<file path="src/rtl/m_axi_burst.sv">
// AXI4 burst master: takes one local command at a time and runs a single
// INCR burst on the AXI4 write (AW/W/B) or read (AR/R) channels. Write data
// comes from a local valid/ready source; read data goes to a local sink.
module m_axi_burst #(
    parameter int ID_WIDTH   = 1,
    parameter int ADDR_WIDTH = 32,
    parameter int DWIDTH     = 32
) (
    input  logic                  clk,
    input  logic                  xrst,
    // local command
    input  logic                  cmd_valid,
    output logic                  cmd_ready,
    input  logic                  cmd_we,
    input  logic [ADDR_WIDTH-1:0] cmd_addr,
    input  logic [7:0]            cmd_len,
    // local write source
    input  logic [DWIDTH-1:0]     wr_data,
    input  logic                  wr_valid,
    output logic                  wr_ready,
    // local read sink
    output logic [DWIDTH-1:0]     rd_data,
    output logic                  rd_valid,
    output logic                  rd_last,
    input  logic                  rd_ready,
    // status
    output logic                  done,
    output logic                  err,
    // AXI write address
    output logic [ID_WIDTH-1:0]   awid,
    output logic [ADDR_WIDTH-1:0] awaddr,
    output logic [7:0]            awlen,
    output logic [2:0]            awsize,
    output logic [1:0]            awburst,
    output logic                  awvalid,
    input  logic                  awready,
    // AXI write data
    output logic [DWIDTH-1:0]     wdata,
    output logic [DWIDTH/8-1:0]   wstrb,
    output logic                  wlast,
    output logic                  wvalid,
    input  logic                  wready,
    // AXI write response
    input  logic [ID_WIDTH-1:0]   bid,
    input  logic [1:0]            bresp,
    input  logic                  bvalid,
    output logic                  bready,
    // AXI read address
    output logic [ID_WIDTH-1:0]   arid,
    output logic [ADDR_WIDTH-1:0] araddr,
    output logic [7:0]            arlen,
    output logic [2:0]            arsize,
    output logic [1:0]            arburst,
    output logic                  arvalid,
    input  logic                  arready,
    // AXI read data
    input  logic [ID_WIDTH-1:0]   rid,
    input  logic [DWIDTH-1:0]     rdata,
    input  logic [1:0]            rresp,
    input  logic                  rlast,
    input  logic                  rvalid,
    output logic                  rready
);

    localparam int         STRB_W   = DWIDTH / 8;
    localparam logic [2:0] AXI_SIZE = 3'($clog2(STRB_W));

    typedef enum logic [2:0] {
        IDLE  = 3'd0,
        WADDR = 3'd1,
        WDATA = 3'd2,
        WRESP = 3'd3,
        RADDR = 3'd4,
        RDATA = 3'd5
    } state_t;

    state_t                state_q, state_d;
    logic [ADDR_WIDTH-1:0] addr_q, addr_d;
    logic [7:0]            len_q, len_d;
    logic [7:0]            cnt_q, cnt_d;
    logic                  err_q, err_d;
    logic                  done_q, done_d;
    logic                  cmd_ready_q, cmd_ready_d;
    logic                  awvalid_q, awvalid_d;
    logic                  arvalid_q, arvalid_d;
    logic                  bready_q, bready_d;

    logic in_wdata_s;
    logic in_rdata_s;
    logic last_s;
    logic w_fire_s;
    logic r_fire_s;
    logic unused_s;

    assign in_wdata_s = (state_q == WDATA);
    assign in_rdata_s = (state_q == RDATA);
    // The beat count, not rlast, defines the last beat of either burst.
    assign last_s     = (cnt_q == len_q);
    assign w_fire_s   = in_wdata_s && wr_valid && wready;
    assign r_fire_s   = in_rdata_s && rvalid && rd_ready;
    // Response IDs carry no information for a single-ID master.
    assign unused_s   = ^{bid, rid};

    // Next-state, burst bookkeeping and registered channel control.
    always_comb begin
        state_d = state_q;
        addr_d  = addr_q;
        len_d   = len_q;
        cnt_d   = cnt_q;
        err_d   = err_q;
        done_d  = 1'b0;
        case (state_q)
            IDLE: begin
                if (cmd_valid && cmd_ready_q) begin
                    addr_d  = cmd_addr;
                    len_d   = cmd_len;
                    cnt_d   = 8'd0;
                    err_d   = 1'b0;
                    state_d = cmd_we ? WADDR : RADDR;
                end else begin
                    state_d = IDLE;
                end
            end
            WADDR: begin
                if (awvalid_q && awready) begin
                    state_d = WDATA;
                end else begin
                    state_d = WADDR;
                end
            end
            WDATA: begin
                if (w_fire_s) begin
                    cnt_d   = cnt_q + 8'd1;
                    state_d = last_s ? WRESP : WDATA;
                end else begin
                    state_d = WDATA;
                end
            end
            WRESP: begin
                if (bready_q && bvalid) begin
                    err_d   = (bresp != 2'b00);
                    done_d  = 1'b1;
                    state_d = IDLE;
                end else begin
                    state_d = WRESP;
                end
            end
            RADDR: begin
                if (arvalid_q && arready) begin
                    state_d = RDATA;
                end else begin
                    state_d = RADDR;
                end
            end
            RDATA: begin
                if (r_fire_s) begin
                    cnt_d = cnt_q + 8'd1;
                    // Sticky within the burst: bad response or rlast out of step.
                    err_d = err_q || (rresp != 2'b00) || (rlast != last_s);
                    if (last_s) begin
                        done_d  = 1'b1;
                        state_d = IDLE;
                    end else begin
                        state_d = RDATA;
                    end
                end else begin
                    state_d = RDATA;
                end
            end
            default: begin
                state_d = IDLE;
            end
        endcase
        // Handshake flags are decoded from the next state so they are
        // registered yet line up exactly with the state they belong to.
        cmd_ready_d = (state_d == IDLE);
        awvalid_d   = (state_d == WADDR);
        arvalid_d   = (state_d == RADDR);
        bready_d    = (state_d == WRESP);
    end

    // State and control registers; reset abandons any burst in flight.
    always_ff @(posedge clk or negedge xrst) begin
        if (!xrst) begin
            state_q     <= IDLE;
            addr_q      <= {ADDR_WIDTH{1'b0}};
            len_q       <= 8'd0;
            cnt_q       <= 8'd0;
            err_q       <= 1'b0;
            done_q      <= 1'b0;
            cmd_ready_q <= 1'b0;
            awvalid_q   <= 1'b0;
            arvalid_q   <= 1'b0;
            bready_q    <= 1'b0;
        end else begin
            state_q     <= state_d;
            addr_q      <= addr_d;
            len_q       <= len_d;
            cnt_q       <= cnt_d;
            err_q       <= err_d;
            done_q      <= done_d;
            cmd_ready_q <= cmd_ready_d;
            awvalid_q   <= awvalid_d;
            arvalid_q   <= arvalid_d;
            bready_q    <= bready_d;
        end
    end

    assign cmd_ready = cmd_ready_q;
    assign done      = done_q;
    assign err       = err_q;

    assign awid      = {ID_WIDTH{1'b0}};
    assign awaddr    = addr_q;
    assign awlen     = len_q;
    assign awsize    = AXI_SIZE;
    assign awburst   = 2'b01;
    assign awvalid   = awvalid_q;

    assign arid      = {ID_WIDTH{1'b0}};
    assign araddr    = addr_q;
    assign arlen     = len_q;
    assign arsize    = AXI_SIZE;
    assign arburst   = 2'b01;
    assign arvalid   = arvalid_q;

    // Data channels pass straight through, gated by the owning state so
    // nothing moves before the address handshake or after the last beat.
    assign wvalid    = in_wdata_s && wr_valid;
    assign wr_ready  = in_wdata_s && wready;
    assign wdata     = wr_data;
    assign wstrb     = {STRB_W{1'b1}};
    assign wlast     = in_wdata_s && last_s;
    assign bready    = bready_q;

    assign rready    = in_rdata_s && rd_ready;
    assign rd_valid  = in_rdata_s && rvalid;
    assign rd_data   = rdata;
    assign rd_last   = in_rdata_s && last_s;

endmodule

</file>
<file path="config.mk">
export PLATFORM = sky130hd
export DESIGN_NAME = m_axi_burst
export DESIGN_NICKNAME = d
export VERILOG_FILES = /design/src/rtl/m_axi_burst.sv
export SDC_FILE = /design/constraint.sdc
export NUM_CORES = 1
export LEC_CHECK = 0
export ABC_AREA = 1
export CAP_MARGIN = 20
export CORE_MARGIN = 2
export CORE_UTILIZATION = 30
export CTS_CLUSTER_DIAMETER = 50
export DETAILED_ROUTE_END_ITERATION = 7
export GPL_TIMING_DRIVEN = 1
export HOLD_SLACK_MARGIN = 0.02
export PLACE_DENSITY = 0.78
export SLEW_MARGIN = 20
export SYNTH_ARGS = -nofsm -noshare
export SYNTH_HDL_FRONTEND = slang
export SYNTH_SLANG_ARGS = --single-unit
export TNS_END_PERCENT = 50
</file>
<file path="constraint.sdc">
create_clock -name clk -period 1.4 [get_ports clk]
set_input_delay 0.28 -clock clk [delete_from_list [all_inputs] [get_ports clk]]
set_output_delay 0.28 -clock clk [all_outputs]
set_load 0.01 [all_outputs]
</file>
# After elaboration in Yosys (flattened, before gate mapping)

Cells that the tools add are included.

$add $sub $neg: 1
Equality and inequality tests: 14
Mux-type cells: 22
Reduce and logical (&&, ||, !) cells: 23

Operator list:

| operator                                             | count |
|---|---|
| two-way mux 8 bit                                    | 3 |
| one-hot mux 8 bit (3 select lines)                   | 1 |
| one-hot mux 3 bit (6 select lines)                   | 1 |
| logical AND 1 bit                                    | 12 |
| two-way mux 3 bit                                    | 4 |
| equality test 3 x 2 -> 1 bit (second input constant) | 3 |
| equality test 3 bit (second input constant)          | 3 |
| two-way mux 1 bit                                    | 9 |
| adder 8 x 1 -> 8 bit (second input constant)         | 1 |
| equality test 8 bit                                  | 1 |
| AND reduction 4 bit                                  | 2 |
| equality test 3 x 1 -> 1 bit (second input constant) | 2 |
| logical NOT 3 bit                                    | 2 |
| nonzero test 3 bit                                   | 2 |
| two-way mux 2 bit                                    | 2 |
| != test 2 x 1 -> 1 bit (second input constant)       | 2 |
| != test 2 bit (second input constant)                | 2 |
| nonzero test 2 bit                                   | 2 |
| one-hot mux 1 bit (3 select lines)                   | 1 |
| logical OR 1 bit                                     | 2 |
| one-hot mux 1 bit (2 select lines)                   | 1 |
| AND reduction 2 bit                                  | 1 |
| != test 1 bit                                        | 1 |

Bits in registers: 57
Input bits: 122
Output and inout port bits: 172
Word-level logic and storage cells: 70

# Longest topological paths before layout

Depth after elaboration: 6
Mapped depth: 11
Depth with buffers taken out: 10

# Least setup slack after synthesis

OpenSTA, ideal clock, no wires.

Path kind: register to register
Start point: register state_q[0]
End point: register cnt_q[7]
Setup time: 0.131 ns
Data arrival time: 1.333 ns
Required time: 1.269 ns
Slack: -0.064 ns
Cell stages (with the launch flop): 12
Buffers on the path: 1
Period minus slack after synthesis: 1.464 ns
Cell sequence: dfrtp_1 -> nor2_2 -> nand2_2 -> nand2_4 -> inv_4 -> nand2_4 -> nand3b_4 -> buf_6 -> nor2_1 -> nand2_1 -> nand2_1 -> nor2_1

Cells in the longest elaborated chain, start to end: 5
Elaborated cells on any way between the ends: 13
Classes of those cells: eq/ne (5); mux (1); reduce/logical (7)

RTL lines:

| element                                                             | RTL line    | text |
|---|---|---|
| from (decl)                                                         | 77          | `state_t state_q, state_d;` |
| from (signal assigned)                                              | 196         | `state_q <= state_d;` |
| equality test 3 bit or equality test 3 x 2 -> 1 bit (tied branches) | 96, 112, 95 |  |
| logical AND 1 bit (on tied branches) (2 in a row)                   | 100, 99     |  |
| != test 2 x 1 -> 1 bit (no line)                                    | n/a         |  |
| AND reduction 4 bit (no line)                                       | n/a         |  |
| to (signal assigned)                                                | 199         | `cnt_q <= cnt_d;` |
| to (decl)                                                           | 80          | `logic [7:0] cnt_q, cnt_d;` |

Parallel ways exist; a longest one is shown, timed or not.
A chain may end at the register's enable or synchronous reset.

# Worst setup path after layout

Start point: register cnt_q[0]
End point: output wlast

Cells in the longest elaborated chain, start to end: 2

RTL lines:

| element             | RTL line | text |
|---|---|---|
| equality test 8 bit | 98       | `assign last_s = (cnt_q == len_q);` |
| logical AND 1 bit   | 233      | `assign wlast = in_wdata_s && last_s;` |
| to (decl)           | 40       | `output logic wlast,` |

No other way between the ends.

==> reports/summary.txt <==
core area = 0.0115 mm²
first-pass GRT wire length = 15.7 mm
I/O Buffers = 147
chip height = 113 µm
number of library cell types mapped by synthesis = 30
via count = 3143
Worst VDD drop = 1280 µV
final hold viol count = 0
Critical Path AT = 1.48 ns
die area = 0.0128 mm²
Detail Route Antenna Nets = 0
Mapped Area = 0.00357 mm²
Post-Syn Instances = 445
Area contributors post-synth = dfrtp_1, buf_4, nand2_1
sequential element share of the synthesized area = 40.0%
initial antenna violation count = 0
initial DRC count = 100
CTS clk-pin slew, worst paths = 0.05 ns
data required time at the worst endpoint = 1.12 ns
worst skew pair latency = 0.32 ns
RD Place Congestion = 0.862
Chip Width = 113 µm
routed vias/inst = 4.43
RSZ-0062 raised after global routing = true
Finished Layout Cells = 710
Avg WL per Cell = 15.9 µm
vias in the first global route = 3166
most common cell after layout, fill and taps aside = nand2_1
worst-path maximum fanout = 3
Final Core Density = 48.1%
Clock Tree Root = clkbuf_16
largest net degree at the start of global routing = 58
Non-Filler Cell Area, Final = 0.00554 mm²
GRT Util Overall = 15.6%
leak pwr = 2.92 nW
Placement Cell Area = 0.00469 mm²
failing checks = design-rule violations, negative setup slack
IO Pins = 294
Setup Viol. Count Final = 63
cts bufs inserted = 9
power per cell area = 2200 mW/mm²
Hold Crit Class = reg -> reg
row cnt = 39
Startpoint Class = flip-flop
placed cells = 663
Max Slew Vio Count = 0
CP Capture Type = output port
FF+latch count, synth = 57
max_cap viols = 0
FMAX = 0.569 GHz
GR Overflow Total = 0
CTS tree = yes
status = complete, but fails checks
Setup CP Type = reg -> out
fraction of layout cells with a size suffix above 1 = 32.5%
synth warn = 0
Final Worst Setup Slack = -0.357 ns
TritonRoute pass-1 iters = 7
Clock Path Buffers = 2
fill count = 1099
most frequent cells in the layout = nand2_1, dlygate4sd2_1, dfrtp_1, clkdlybuf4s50_1, buf_4
area grow syn2layout = 55.3%
nets@finish = 685
area fraction of the dominant cell type after synthesis = 40.0%
syn_area_per_cell = 8.02 µm²
diode count = 0
H-tree Lvls = 3
Initial Util = 31.0%
Synth area leader = dfrtp_1
Clock Skew = 0.00364 ns
clk sink count = 57
# DRC = 13
dpl hpwl = 7.12 mm
Final Cycle Share = 126%
Tmin final = 1.76 ns
drt total wl = 11.3 mm
power breakdown:
group	leakage, nW	switching [mW]	internal [mW]
clock	0.153	0.714	1.52
combinational	2.04	3.67	3.43
sequential	0.727	0.525	2.32
total	2.92	4.91	7.26
through the flow:
stage	power, mW	hold WS [ns]	setup TNS, ns	setup slack, ns
6_report	12.2	0.480	-5.65	-0.357
3_3_place_gp	8.71	0.307	-11.34	-0.373
3_5_place_dp	8.90	0.316	-13.54	-0.463
2_1_floorplan	6.29	-0.0156	-0.0341	-0.0341
5_1_grt	13.0	0.499	-10.75	-0.437
4_1_cts	11.0	0.481	-3.62	-0.363
state kept, by name, summed over array words and instances (netlist names):
register,flops
done,1
bready,1
err,1
awvalid,1
araddr,32
cmd_ready,1
cnt_q,8
arvalid,1
state_q,3
arlen,8
cell usage after synthesis:
master / number
nand3b_4: 1
nor2_2: 1
nand4_1: 4
nor3_1: 4
a31oi_1: 1
dfrtp_1: 57
nor2_1: 21
nor2_4: 2
o31ai_1: 1
inv_1: 23
o31ai_2: 3
a21oi_1: 7
nand2_1: 149
buf_4: 120
xnor2_1: 5
nand3_2: 1
ha_1: 1
a21oi_2: 2
o21bai_2: 2
clkbuf_1: 3
buf_6: 1
o21ai_0: 6
inv_4: 1
conb_1: 2
buf_2: 5
nand3_1: 13
nand2_4: 3
nand2_2: 1
xor2_1: 3
inv_2: 2
timing repair:
action	4_1_cts	5_1_grt
buffers inserted	14	11
pin swaps	13	33
endpoints found under the setup margin	131	73
endpoints found under the hold margin	57	0
hold buffers	1	0
resized for setup	171	81
cloned	1	6
layer usage:
| metal | wire length (µm) | track usage, % | vias to the layer above |
|---|---|---|---|
| met5 | 0 | 0 | - |
| met4 | 364 | 7.80 | 0 |
| met3 | 859 | 5.84 | 37 |
| met2 | 5780 | 26.8 | 149 |
| met1 | 4260 | 16.7 | 1487 |
| li1 | - | - | 1470 |
critical path: stages (launching register included):
cell and delay (ns):
dfrtp_1 0.41, xnor2_2 0.22, nand2_4 0.08, nor2_4 0.11
nand2_2 0.09, nor2_2 0.11, buf_2 0.14
worst paths after layout:
| path | start | endpoint | slack, ns | depth (start not counted) |
|---|---|---|---|---|
| max in group asynchronous | xrst | state_q[0] | 0.63 | 3 |
| min in group asynchronous | xrst | done | 0.50 | 3 |
| worst min register to register | araddr[23] | araddr[23] | 0.48 | 2 |
| worst max-delay path | cnt_q[0] | wlast | -0.36 | 6 |
| worst min-delay path | araddr[23] | araddr[23] | 0.48 | 2 |
| worst max register to register | cnt_q[0] | err | -0.31 | 11 |
cell type report:
| type | instances | area [µm²] | share of cell area (%) |
|---|---|---|---|
| Clock buffer | 14 | 274 | 4.94 |
| Tap cell | 143 | 179 | 3.23 |
| Sequential cell | 57 | 1430 | 25.8 |
| Timing Repair Buffer | 220 | 2060 | 37.1 |
| Multi-Input combinational cell | 248 | 1460 | 26.4 |
| Inverter | 26 | 108 | 1.94 |
| Clock inverter | 2 | 35.0 | 0.632 |
kinds of logic after synthesis:
logic type | after synthesis | synth area share (%)
and+or+nand+nor | 200 | 23.7
buffers and inverters | 155 | 29.4
DFF | 57 | 40.0
AOI/OAI and AO/OA | 22 | 4.38
xor gates and xnor gates | 8 | 1.96
other | 2 | 0.210
adders and majority gates | 1 | 0.351
Note: power is estimated with default switching activity, not from simulation.
